`src/rtl/rom_rb_pkg.sv`:
```
// Shared definitions for the ROM readback block: the register map,
// the STATUS bit layout, the sequencer state type and a STATUS packing helper.
package rom_rb_pkg;

  // Avalon register offsets
  localparam logic [1:0] REG_CTRL   = 2'd0;
  localparam logic [1:0] REG_STATUS = 2'd1;
  localparam logic [1:0] REG_DATA   = 2'd2;
  localparam logic [1:0] REG_CKSUM  = 2'd3;

  // STATUS register bit positions
  localparam int STAT_BUSY    = 0;
  localparam int STAT_EMPTY   = 1;
  localparam int STAT_FULL    = 2;
  localparam int STAT_ERR     = 3;
  localparam int STAT_LVL_LSB = 8;
  localparam int STAT_LVL_MSB = 15;

  // Readback sequencer states
  typedef enum logic [1:0] {
    IDLE  = 2'd0,
    ISSUE = 2'd1,
    WAIT  = 2'd2,
    STALL = 2'd3
  } rb_state_t;

  // Assemble the STATUS word from its individual fields.
  function automatic logic [31:0] pack_status(
    input logic       busy,
    input logic       empty,
    input logic       full,
    input logic       err,
    input logic [7:0] level
  );
    logic [31:0] w;
    w                            = '0;
    w[STAT_BUSY]                 = busy;
    w[STAT_EMPTY]                = empty;
    w[STAT_FULL]                 = full;
    w[STAT_ERR]                  = err;
    w[STAT_LVL_MSB:STAT_LVL_LSB] = level;
    return w;
  endfunction

endpackage

```
`src/rtl/rom_rb_fifo.sv`:
```
// Synchronous show-ahead FIFO for captured ROM bytes.
// pop_data always presents the oldest entry; it is meaningless while empty.
// A push into a full FIFO is accepted only when a pop frees a slot in the
// same cycle; a pop from an empty FIFO is ignored.
module rom_rb_fifo #(
  parameter int FIFO_DEPTH = 8,
  parameter int DATA_W     = 8
) (
  input  logic              clk,
  input  logic              rst,
  input  logic              push,
  input  logic [DATA_W-1:0] push_data,
  input  logic              pop,
  output logic [DATA_W-1:0] pop_data,
  output logic [7:0]        level,
  output logic              full,
  output logic              empty
);

  localparam int AW = $clog2(FIFO_DEPTH);

  logic [DATA_W-1:0] mem [FIFO_DEPTH];
  logic [AW-1:0]     wr_ptr;
  logic [AW-1:0]     rd_ptr;
  logic [7:0]        count;
  logic              do_push;
  logic              do_pop;

  assign do_pop   = pop && (count != 8'd0);
  assign do_push  = push && ((count != 8'(FIFO_DEPTH)) || do_pop);

  assign pop_data = mem[rd_ptr];
  assign level    = count;
  assign full     = (count == 8'(FIFO_DEPTH));
  assign empty    = (count == 8'd0);

  // Storage array: data only, never reset.
  always_ff @(posedge clk) begin
    if (do_push) begin
      mem[wr_ptr] <= push_data;
    end
  end

  // Pointer and occupancy bookkeeping; depth is a power of two so pointers wrap freely.
  always_ff @(posedge clk or posedge rst) begin
    if (rst) begin
      wr_ptr <= '0;
      rd_ptr <= '0;
      count  <= 8'd0;
    end else begin
      if (do_push) begin
        wr_ptr <= wr_ptr + 1'b1;
      end
      if (do_pop) begin
        rd_ptr <= rd_ptr + 1'b1;
      end
      case ({do_push, do_pop})
        2'b10:   count <= count + 8'd1;
        2'b01:   count <= count - 8'd1;
        default: count <= count;
      endcase
    end
  end

endmodule

```
`src/rtl/rom_readback.sv`:
```
// ROM readback engine: an Avalon-MM slave that reads a range of game ROM
// bytes through the NES-side ROM port, buffers them in a small FIFO for the
// NIOS to drain through the DATA register, and keeps a running 16-bit sum.
// Build option ROM_READBACK_CKSUM_EN: when defined, the checksum accumulator
// exists; when undefined, CKSUM reads 0 and CKSUM writes are ignored.
module rom_readback #(
  parameter int ROM_LATENCY = 1,
  parameter int FIFO_DEPTH  = 8
) (
  input  logic        CLK,
  input  logic        RESET,
  input  logic [1:0]  AVL_ADDR,
  input  logic        AVL_CS,
  input  logic        AVL_READ,
  input  logic        AVL_WRITE,
  input  logic [31:0] AVL_WRITEDATA,
  output logic [31:0] AVL_READDATA,
  output logic [15:0] ROM_ADDR,
  output logic        ROM_RD,
  input  logic [7:0]  FROM_ROM
);

  import rom_rb_pkg::*;

  // Countdown reload: WAIT spans ROM_LATENCY cycles, the last one captures.
  localparam logic [1:0] LAT_RELOAD = 2'(ROM_LATENCY - 1);

  // Bus decode
  logic rd_en;
  logic wr_en;
  logic ctrl_wr;
  logic status_wr;
  logic data_rd;

  assign rd_en     = AVL_CS && AVL_READ;
  assign wr_en     = AVL_CS && AVL_WRITE;
  assign ctrl_wr   = wr_en && (AVL_ADDR == REG_CTRL);
  assign status_wr = wr_en && (AVL_ADDR == REG_STATUS);
  assign data_rd   = rd_en && (AVL_ADDR == REG_DATA);

  // Sequencer state
  rb_state_t   state;
  logic [15:0] addr;
  logic [15:0] remaining;
  logic [1:0]  wait_cnt;
  logic        rom_rd_r;
  logic [15:0] rom_addr_r;
  logic        err;

  logic        busy;
  logic        start_ok;
  logic        capture;

  assign busy     = (state != IDLE);
  assign start_ok = ctrl_wr && (state == IDLE) && (AVL_WRITEDATA[31:16] != 16'd0);
  assign capture  = (state == WAIT) && (wait_cnt == 2'd0);

  // FIFO interface
  logic       fifo_full;
  logic       fifo_empty;
  logic [7:0] fifo_level;
  logic [7:0] fifo_head;
  logic       pop_eff;
  logic       full_after_push;

  assign pop_eff = data_rd && !fifo_empty;

  // The FIFO can never be full at capture time (a read is only issued into a
  // free slot), so it is full afterwards exactly when one slot was left and
  // the NIOS is not draining one in that same cycle.
  assign full_after_push = (fifo_level == 8'(FIFO_DEPTH - 1)) && !pop_eff;

  rom_rb_fifo #(
    .FIFO_DEPTH (FIFO_DEPTH),
    .DATA_W     (8)
  ) u_fifo (
    .clk       (CLK),
    .rst       (RESET),
    .push      (capture),
    .push_data (FROM_ROM),
    .pop       (data_rd),
    .pop_data  (fifo_head),
    .level     (fifo_level),
    .full      (fifo_full),
    .empty     (fifo_empty)
  );

  // Readback sequencer: issues one ROM read per free FIFO slot and tracks address/remaining.
  always_ff @(posedge CLK or posedge RESET) begin
    if (RESET) begin
      state      <= IDLE;
      addr       <= 16'd0;
      remaining  <= 16'd0;
      wait_cnt   <= 2'd0;
      rom_rd_r   <= 1'b0;
      rom_addr_r <= 16'd0;
    end else begin
      rom_rd_r <= 1'b0;
      case (state)
        IDLE: begin
          if (start_ok) begin
            addr       <= AVL_WRITEDATA[15:0];
            remaining  <= AVL_WRITEDATA[31:16];
            state      <= ISSUE;
            rom_rd_r   <= 1'b1;
            rom_addr_r <= AVL_WRITEDATA[15:0];
          end
        end
        ISSUE: begin
          state    <= WAIT;
          wait_cnt <= LAT_RELOAD;
        end
        WAIT: begin
          if (wait_cnt != 2'd0) begin
            wait_cnt <= wait_cnt - 2'd1;
          end else begin
            addr      <= addr + 16'd1;
            remaining <= remaining - 16'd1;
            if (remaining == 16'd1) begin
              state <= IDLE;
            end else if (full_after_push) begin
              state <= STALL;
            end else begin
              state      <= ISSUE;
              rom_rd_r   <= 1'b1;
              rom_addr_r <= addr + 16'd1;
            end
          end
        end
        STALL: begin
          if (!fifo_full) begin
            state      <= ISSUE;
            rom_rd_r   <= 1'b1;
            rom_addr_r <= addr;
          end
        end
        default: begin
          state <= IDLE;
        end
      endcase
    end
  end

  assign ROM_RD   = rom_rd_r;
  assign ROM_ADDR = rom_addr_r;

  // Sticky error: a CTRL write that arrives while a transfer is running.
  always_ff @(posedge CLK or posedge RESET) begin
    if (RESET) begin
      err <= 1'b0;
    end else if (ctrl_wr && busy) begin
      err <= 1'b1;
    end else if (status_wr) begin
      err <= 1'b0;
    end
  end

  logic [15:0] cksum_val;

`ifdef ROM_READBACK_CKSUM_EN
  logic        cksum_wr;
  logic [15:0] cksum;

  assign cksum_wr = wr_en && (AVL_ADDR == REG_CKSUM);

  // Modulo-2^16 accumulate of one captured byte.
  function automatic logic [15:0] cksum_acc(input logic [15:0] sum, input logic [7:0] b);
    return sum + {8'h00, b};
  endfunction

  // Running sum of captured bytes; a CKSUM write restarts it, keeping a byte captured that cycle.
  always_ff @(posedge CLK or posedge RESET) begin
    if (RESET) begin
      cksum <= 16'd0;
    end else if (cksum_wr) begin
      cksum <= capture ? cksum_acc(16'd0, FROM_ROM) : 16'd0;
    end else if (capture) begin
      cksum <= cksum_acc(cksum, FROM_ROM);
    end
  end

  assign cksum_val = cksum;
`else
  assign cksum_val = 16'd0;
`endif

  // DATA word: valid flag plus the head byte, all zero when nothing is buffered.
  logic        data_vld;
  logic [31:0] data_word;
  logic [31:0] avl_rdata_p1;

  assign data_vld  = !fifo_empty;
  assign data_word = {23'd0, data_vld, (data_vld ? fifo_head : 8'h00)};

  // Registered read port: the selected register is latched on the strobe and held until the next read.
  always_ff @(posedge CLK or posedge RESET) begin
    if (RESET) begin
      avl_rdata_p1 <= 32'd0;
    end else if (rd_en) begin
      case (AVL_ADDR)
        REG_CTRL:   avl_rdata_p1 <= {remaining, addr};
        REG_STATUS: avl_rdata_p1 <= pack_status(busy, fifo_empty, fifo_full, err, fifo_level);
        REG_DATA:   avl_rdata_p1 <= data_word;
        default:    avl_rdata_p1 <= {16'd0, cksum_val};
      endcase
    end
  end

  assign AVL_READDATA = avl_rdata_p1;

endmodule

```
`config.mk`:
```
export PLATFORM = sky130hd
export DESIGN_NAME = rom_readback
export DESIGN_NICKNAME = d
export VERILOG_FILES = /design/src/rtl/rom_rb_pkg.sv /design/src/rtl/rom_rb_fifo.sv /design/src/rtl/rom_readback.sv
export SDC_FILE = /design/constraint.sdc
export NUM_CORES = 1
export LEC_CHECK = 0
export ABC_AREA = 1
export CAP_MARGIN = 20
export CORE_MARGIN = 8
export CORE_UTILIZATION = 30
export DETAILED_ROUTE_END_ITERATION = 16
export PLACE_DENSITY = 0.6
export SLEW_MARGIN = 0
export SYNTH_ARGS = -nofsm -noshare
export SYNTH_HDL_FRONTEND = slang
export SYNTH_HIERARCHICAL = 1
export SYNTH_SLANG_ARGS = --single-unit
```
`constraint.sdc`:
```
create_clock -name CLK -period 4.53 [get_ports CLK]
set_input_delay 0.906 -clock CLK [delete_from_list [all_inputs] [get_ports CLK]]
set_output_delay 0.906 -clock CLK [all_outputs]
set_load 0.02 [all_outputs]
```
Yosys cells after proc, flatten, opt, wreduce, memory -nomap -nowiden. Memory sizes are Yosys's and may differ from the RTL's. Cells that the tools add are included.

Equal/unequal tests: 17. Mux-type cells: 32. Add/subtract/negate cells: 7. Reduce and logical (&&, ||, !) cells: 33.

Operator list (number): $mux W16 (8); $pmux W32 S3 (1); $pmux W16 S2 (2); $pmux W16 S3 (1); $add A16 B1 Y16 const B (1); $eq A16 B1 Y1 const B (1); $pmux W8 S2 (1); $reduce_bool A16 Y1 (1); $sub A16 B1 Y16 const B (1); $logic_and A1 B1 Y1 (13); $mux W2 (6); $reduce_bool A2 Y1 (6); $ne A2 B2 Y1 const B (5); $mux W1 (9); $add A8 B1 Y8 const B (1); $eq A2 B2 Y1 const B (4); $eq A8 B3 Y1 const B (1); $eq A8 B4 Y1 const B (1); $logic_not A8 Y1 (1); $mux W8 (1); $ne A8 B4 Y1 const B (1); $pmux W2 S4 (1); $reduce_bool A8 Y1 (1); $sub A8 B1 Y8 const B (1); other kinds (13) (20).

RAM bits: 64. Memories kept: 1. Output and inout port bits: 49. Register bits: 100. Input port bits: 47. Logic and storage cells: 101.

Memory list: u_fifo.mem (words 8, width 8, rd ports 1, clocked after Yosys merged registers in 0, write ports 1, RTL line rom_rb_fifo.sv:22) `logic [DATA_W-1:0] mem [FIFO_DEPTH];`.

Depth between registers and ports, before layout. Gate-level depths: netlist of the first run.

Word-level depth: 9. Gate-level depth with buffers: 16. Gate-level depth less buffers: 15.

By module. Netlist of the first run, hierarchy kept.

Modules (own cells, without submodules): rom_readback (area each 5109.9 µm², times used 1, seq. area each 2152.1 µm², cells each 710); rom_rb_fifo (area each 3512.1 µm², times used 1, seq. area each 2272.2 µm², cells each 308).

Least setup slack after synthesis of the first run. Ideal clock, no wire load.

Path kind: input port to flip-flop. Start point: input AVL_CS. End point: register u_fifo.count[6] (netlist: u_fifo/level[6]). Cell stages on the path: 13. Slack: 1693 ps. Setup time: 65 ps. Data arrival time: 2772 ps. Required time: 4465 ps. Cell sequence: nand2_1 clkbuf_1 nor2_1 o21ai_4 nor2_2 clkinv_2 fa_1 inv_1 nand4_1 nand3_1 nor2_1 nand3b_1 nand2_1.

Word-level cells in the longest chain between the ends: 7. Elaborated cells between the ends (all ways): 9.

Ends and longest elaborated chain: from (decl) (RTL line rom_readback.sv:13) `input logic AVL_CS,`; $logic_and A1 B1 Y1 * (RTL line rom_readback.sv:35) `assign rd_en = AVL_CS && AVL_READ;`; $logic_and A1 B1 Y1 * (RTL line rom_readback.sv:39) `assign data_rd = rd_en && (AVL_ADDR == REG_DATA);`; net data_rd (RTL line rom_readback.sv:33) `logic data_rd;`; $logic_and A1 B1 Y1 * (RTL line rom_rb_fifo.sv:29) `assign do_pop = pop && (count != 8'd0);`; $logic_or A1 B1 Y1 (RTL line rom_rb_fifo.sv:30) `assign do_push = push && ((count != 8'(FIFO_DEPTH)) || do_pop);`; $logic_and A1 B1 Y1 (RTL line rom_rb_fifo.sv:30); $eq A2 B1 Y1 or $eq A2 B2 Y1 (tied branches) (RTL line rom_rb_fifo.sv:57) `case ({do_push, do_pop})`; $pmux W8 S2 or $reduce_bool A2 Y1 (tied branches); to (signal assigned) (RTL line rom_rb_fifo.sv:58) `2'b10: count <= count + 8'd1;`; to (signal assigned) (RTL line rom_rb_fifo.sv:59) `2'b01: count <= count - 8'd1;`; to (signal assigned) (RTL line rom_rb_fifo.sv:60) `default: count <= count;`; to (decl) (RTL line rom_rb_fifo.sv:25) `logic [7:0] count;`.

The timed path passes the listed nets; every way through them passes the cells marked *. A chain may end at the register's enable or synchronous reset.

Worst setup path after layout of the first run. Same ends and word-level chain as after synthesis.

==> impl_metrics.py, run 1 <==
metrics = {
    "outcome": {
        "outcome": "complete, no violations",
    },
    "placed_design": {
        "io_buffers": 95,
        "gp_congestion": 0.8727,
        "placed_area_um2": 9980,
        "placed_cells": 1476,
        "pre_cts_slack_ps": 1048,
        "dpl.hpwl_mm": 16.58,
    },
    "finish": {
        "layout.nets": 1176,
        "fin_area_um2": 10600,
        "layout.cells.non_filler": 1509,
        "n_antenna_cell": 0,
        "fill_cells": 2896,
        "fin_util_pct": 37.24,
        "layout-drive-gt1-share_pct": 9.511,
        "syn_to_final_growth_pct": 22.97,
    },
    "setup_path": {
        "critPathRequiredTime_ps": 4910,
        "start_kind": "primary input",
        "worstPathMaxFanout": 7,
        "arrival_ps": 3410,
        "critPathKind": "in -> reg",
        "critPathCaptureType": "register",
        "crit_start": "AVL_CS",
        "r2r_slack_ps": 1550,
        "reg2reg_from": "state[0]",
    },
    "clock_network": {
        "cts.sinks": 164,
        "clockRootBuffer": "clkbuf_16",
        "clkSlewWorstSetupHoldPaths_ps": 70,
        "cts_hold_buf": 0,
        "htree_levels": 4,
        "post-cts-setup-buffer-count": 0,
        "clk_latency_ps": 430,
        "cts.repair.resized": 0,
        "cts_tree": "built",
        "clk_path_buf_depth": 2,
        "cts_made_buffers": 17,
    },
    "floorplanning": {
        "core_um2": 28470,
        "ios": 96,
        "die-area_um2": 34420,
        "fp.dieH_um": 185.5,
        "die_x_um": 185.5,
        "start_util_pct": 30.28,
        "placementRows": 62,
    },
    "power": {
        "switching_share_pct": 43.36,
        "p_sw_w": 0.002820,
        "leakagePower_nw": 4.604,
        "internal_power_w": 0.003684,
        "p_per_area_nw_per_um2": 613.5,
        "seqPwrFrac_pct": 36.1,
        "power_frac_clock_pct": 22.1,
        "pwr-share-comb_pct": 41.8,
        "ir_worst_vdd_uv": 306.1,
    },
    "sta": {
        "hold_violations": 0,
        "drv_slew": 0,
        "setup_ws_ps": 1493,
        "min_period_ps": 3037,
        "timing.final.crit_share_pct": 67.05,
        "slew_headroom_pct": 32.15,
        "tns_ps": 0,
        "fin_skew_ps": 12.61,
        "tightestPinTransition_ps": 1018,
        "fmax_mhz": 329.3,
        "setup_viol": 0,
        "rsz0062_at_grt": "no",
    },
    "logic_synthesis": {
        "ys_warn_count": 6,
        "synth_area_per_cell_um2": 8.470,
        "synth-main-ff-cell": "dfrtp_1",
        "syn-num-nets": 1082,
        "synth_edf_count": 64,
        "yosysSeqAreaShare_pct": 51.31,
        "synthArstFlopShare_pct": 60.98,
        "yosys.cell_types.count": 45,
        "netlist_instances": 1018,
        "syn_area_um2": 8622,
        "ys_seq_elements": 164,
    },
    "route": {
        "drtAntennaViolNets": 0,
        "wire_per_inst_um": 15.32,
        "wl_mm": 23.12,
        "dr.pass1.iters": 5,
        "drtIter0Drc": 588,
        "route.vias.total": 7164,
        "vias_per_cell": 4.748,
        "drc": 0,
    },
    "global_routing": {
        "grt_use_total_pct": 13.65,
        "grt_pass1_wl_mm": 36.85,
        "grt_start_max_net_pins": 48,
        "overflow": 0,
        "grt_pass1_vias": 6722,
        "antenna_found_initial": 0,
    },
    "min_path": {
        "hp-class": "reg -> reg",
        "hold_start": "ROM_ADDR[3]",
    },
    "flow_run": {
        "cap_violations": 0,
    },
}
[worst max-delay path, stage by stage]
cell and delay, ps:
clkdlybuf4s50_1 580, nand2_1 130, nor2_1 190, o21ai_4 140
nor2_2 310, clkinv_2 150, fa_1 410, inv_1 90
nand4_1 120, nand3_1 130, nor2_1 40, nand3b_1 140
nand2_1 60
[cells in the final DEF (no fill, tap or decap), types with 17 or more instances in the layout]
master             n
o21ai_0           77
nand3_1           73
clkdlybuf4s50_1   95
nand2_2           21
nor2_1           109
inv_1             87
dfrtp_1          100
clkbuf_16         17
nand2_1          302
edfxtp_1          64
[Yosys cell counts (2+ instances only)]
library cell    n  area share, %
a21oi_1        11           0.64
a21oi_4         2           0.38
a22oi_1        13            1.1
buf_1           4           0.17
buf_2           4           0.23
buf_6           5           0.65
buf_8           2           0.35
clkbuf_1       19           0.83
dfrtp_1       100             29
edfxtp_1       64             22
ha_1           16            2.3
inv_1          88            3.8
inv_2           2          0.087
nand2_1       302             13
nand2_2        21            1.5
nand2_4         2           0.26
nand3_1        73            4.2
nand3_2         2           0.23
nand4_1         7           0.51
nor2_1        109            4.7
nor2_2          6           0.44
nor2_4          3           0.39
nor3_1          8           0.46
o211ai_1        8           0.70
o21ai_0        77            4.5
o21ai_1        10           0.58
o21ai_2        14            1.4
o221ai_1        5           0.51
o22ai_1         3           0.22
o32ai_1        16            1.6
xor2_1          8           0.81
[sequential cells by signal, indices dropped and copies added (netlist names)]
name           cells
err                1
u_fifo/wr_ptr      3
u_fifo/level       8
ROM_ADDR          16
u_fifo/rd_ptr      3
state              2
remaining         16
ROM_RD             1
AVL_READDATA      32
addr              16
wait_cnt           2
u_fifo/mem        64
[path summary, 6_finish.rpt]
kind | endpoint | depth (start not counted)
worst max-delay path | u_fifo/level[6] | 13
worst min register to register | ROM_ADDR[3] | 2
worst max register to register | addr[9] | 10
worst min-delay path | ROM_ADDR[3] | 2
max in group asynchronous | AVL_READDATA[16] | 3
min in group asynchronous | u_fifo/level[7] | 2
[power by group through the flow]
stage                     combinational, W  sequential [W]  clock, W
final                              0.00272         0.00235   0.00144
after global routing               0.00308         0.00241   0.00153
after detailed placement           0.00272         0.00237         0
after CTS                          0.00273         0.00235   0.00148
after global placement             0.00268         0.00237         0
after floorplan                    0.00184         0.00238         0
[cell type report]
type	instances	area (µm²)	area share [%]
flip-flops and latches	164	4424	41.73
multi-input cells	726	3647	34.40
repair buffers	110	1096	10.34
clock inverters	15	170.2	1.605
clock buffers	17	425.4	4.012
inverters	93	359.1	3.387
well taps	384	480.5	4.531
[logic make-up (layout without fill, tap and decap cells)]
family,Yosys count,after routing,synth area share (%)
compound gates,164,164,12.25
xor+xnor,8,8,0.8127
fa+ha+maj,17,17,2.554
buf+inv,128,235,6.472
flops,164,164,51.31
mux,1,1,0.1306
simple gates,536,536,26.47
[metal layers]
layer,global-route usage [%],vias to the layer above,part of all wire [%]
met5,0,-,0
met4,4.160,0,1.4
met3,2.869,22,5.6
met2,22.29,169,47
met1,17.95,3387,46
li1,-,3586,-
[stage by stage]
step | power (W) | hold WS [ps]
final | 0.006504 | 476.5
after global routing | 0.007011 | 507.5
after CTS | 0.006551 | 479.4
after detailed placement | 0.005091 | 462.4
after global placement | 0.005051 | 459.9
after floorplan | 0.004220 | 472.7
Power figures use the tool's default switching activity.
==> run 2, diff against run 1 <==
==> constraint.sdc (replaced) <==
create_clock -name CLK -period 2.9 [get_ports CLK]
set_input_delay 0.58 -clock CLK [delete_from_list [all_inputs] [get_ports CLK]]
set_output_delay 0.58 -clock CLK [all_outputs]
set_load 0.02 [all_outputs]
==> run 2 against run 1 <==
Net effect: clock skew is 0.64 ps higher; final cell count rose by 1.5%; utilization rose by 0.76 points; first-iteration DRC count up 15%; global-route usage up 0.59 points; register-to-register slack got worse by 960 ps; largest cell class unchanged.
==> impl_metrics.py, run 2 (synthesized netlist as in run 1, its figures left out) <==
metrics = {
    "sta": {
        "timing.final.crit_share_pct": 88.26,
        "slew_headroom_pct": 37.49,
        "fmax_mhz": 390.7,
        "min_period_ps": 2559,
        "tightestPinTransition_ps": 937.6,
        "fin_skew_ps": 13.24,
        "drv_slew": 0,
        "hold_violations": 0,
        "rsz0062_at_grt": "no",
        "setup_viol": 0,
    },
    "route": {
        "drc": 0,
        "drtIter0Drc": 679,
        "wire_per_inst_um": 15.53,
        "vias_per_cell": 4.719,
        "wl_mm": 23.79,
        "dr.pass1.iters": 5,
        "route.vias.total": 7229,
        "drtAntennaViolNets": 0,
    },
    "setup_path": {
        "r2r_end": "u_fifo/level[7]",
        "r2r_slack_ps": 590,
        "start_kind": "primary input",
        "rr_worst_depth": 14,
        "critPathKind": "in -> reg",
        "critPathRequiredTime_ps": 3230,
        "arrival_ps": 2890,
        "critPathCaptureType": "register",
        "reg2reg_from": "state[0]",
        "endpoint": "u_fifo/level[7]",
        "worstPathMaxFanout": 7,
        "crit_start": "AVL_CS",
    },
    "clock_network": {
        "cts_hold_buf": 0,
        "post-cts-setup-buffer-count": 0,
        "clk_latency_ps": 440,
        "cts.repair.resized": 0,
        "cts.sinks": 164,
        "clockRootBuffer": "clkbuf_16",
        "clkSlewWorstSetupHoldPaths_ps": 70,
        "htree_levels": 4,
        "cts_tree": "built",
        "cts_made_buffers": 17,
        "clk_path_buf_depth": 2,
    },
    "floorplanning": {
        "start_util_pct": 30.28,
        "core_um2": 28470,
        "placementRows": 62,
        "die-area_um2": 34420,
        "die_x_um": 185.5,
        "fp.dieH_um": 185.5,
        "ios": 96,
    },
    "placed_design": {
        "gp_congestion": 0.8510,
        "dpl.hpwl_mm": 17.25,
        "io_buffers": 95,
    },
    "finish": {
        "fin_util_pct": 38.00,
        "top_register": "u_fifo/mem",
        "largest_reg_flops": 64,
        "syn_to_final_growth_pct": 25.47,
        "layout-drive-gt1-share_pct": 11.32,
        "n_antenna_cell": 0,
        "final_common_cell": "nand2_1",
        "layout_common_cells": "nand2_1 (302), nor2_1 (109), dfrtp_1 (100), clkdlybuf4s50_1 (95), inv_1 (87)",
        "layout.nets": 1199,
    },
    "global_routing": {
        "antenna_found_initial": 0,
        "grt_pass1_vias": 7053,
        "grt_start_max_net_pins": 57,
        "grt_pass1_wl_mm": 38.56,
        "overflow": 0,
        "grt_use_total_pct": 14.24,
    },
    "power": {
        "power.total_w": 0.01042,
        "ir_worst_vdd_uv": 483.3,
        "leakagePower_nw": 4.732,
        "p_per_area_nw_per_um2": 962.9,
    },
    "outcome": {
        "outcome": "complete, no violations",
    },
    "flow_run": {
        "cap_violations": 0,
    },
    "min_path": {
        "hp-class": "in -> async",
    },
}
run 2: area by class of cell:
class / instances / area (µm²)
Fill cell: 2871 / 17650
Sequential cell: 164 / 4424
Multi-Input combinational cell: 726 / 3647
Timing Repair Buffer: 133 / 1274
Tap cell: 384 / 480.5
Clock buffer: 17 / 425.4
Inverter: 93 / 359.1
Clock inverter: 15 / 207.7
run 2: per-stage QoR:
stage | setup WS [ps] | hold slack (ps) | cell area, µm² | cells | setup TNS, ps
detailed placement | -100.2 | 464.3 | 10180 | 1500 | -256.1
CTS | 363.2 | 477.1 | 10820 | 1532 | 0
global route | 168.1 | 502.0 | 10820 | 1532 | 0
global placement | -11.24 | 459.0 | 10180 | 1500 | -11.24
finish | 340.6 | 469.6 | 10820 | 1532 | 0
floorplan | 98.15 | 469.2 | 8622 | 1018 | 0
run 2: power by group:
part / switching, W / leakage, nW / internal, W
clock: 0.00111 / 0.309 / 0.00126
combinational: 0.00272 / 2.57 / 0.00166
sequential: 0.000653 / 1.85 / 0.00301
run 2: worst max-delay path: stages:
cell and delay (ps):
clkdlybuf4s50_1 480, nand2_1 150, nor2_1 220, o21ai_4 90, nor2_2 310, ha_1 340
nand2_1 100, inv_1 40, a21oi_1 210, nand3_1 100, nand2_1 90, nand3_1 70
nand2_1 70, inv_1 30
run 2: worst min path at each step:
stage                            from         endpoint  slack, ps  cells after the start
after global routing            RESET  AVL_READDATA[8]        500                      2
after floorplan                 RESET  u_fifo/level[0]        470                      1
after CTS                       RESET  AVL_READDATA[8]        480                      2
final                           RESET  AVL_READDATA[8]        470                      2
after detailed placement  ROM_ADDR[8]      ROM_ADDR[8]        460                      2
after global placement    ROM_ADDR[2]      ROM_ADDR[2]        460                      2
run 2: layer usage:
metal / share of wire [%] / routed length, µm / global-route usage, %
met5: 0 / 0 / 0
met4: 1.2 / 294 / 3.906
met3: 4.8 / 1152 / 3.045
met2: 48 / 11340 / 23.18
met1: 46 / 11010 / 18.92
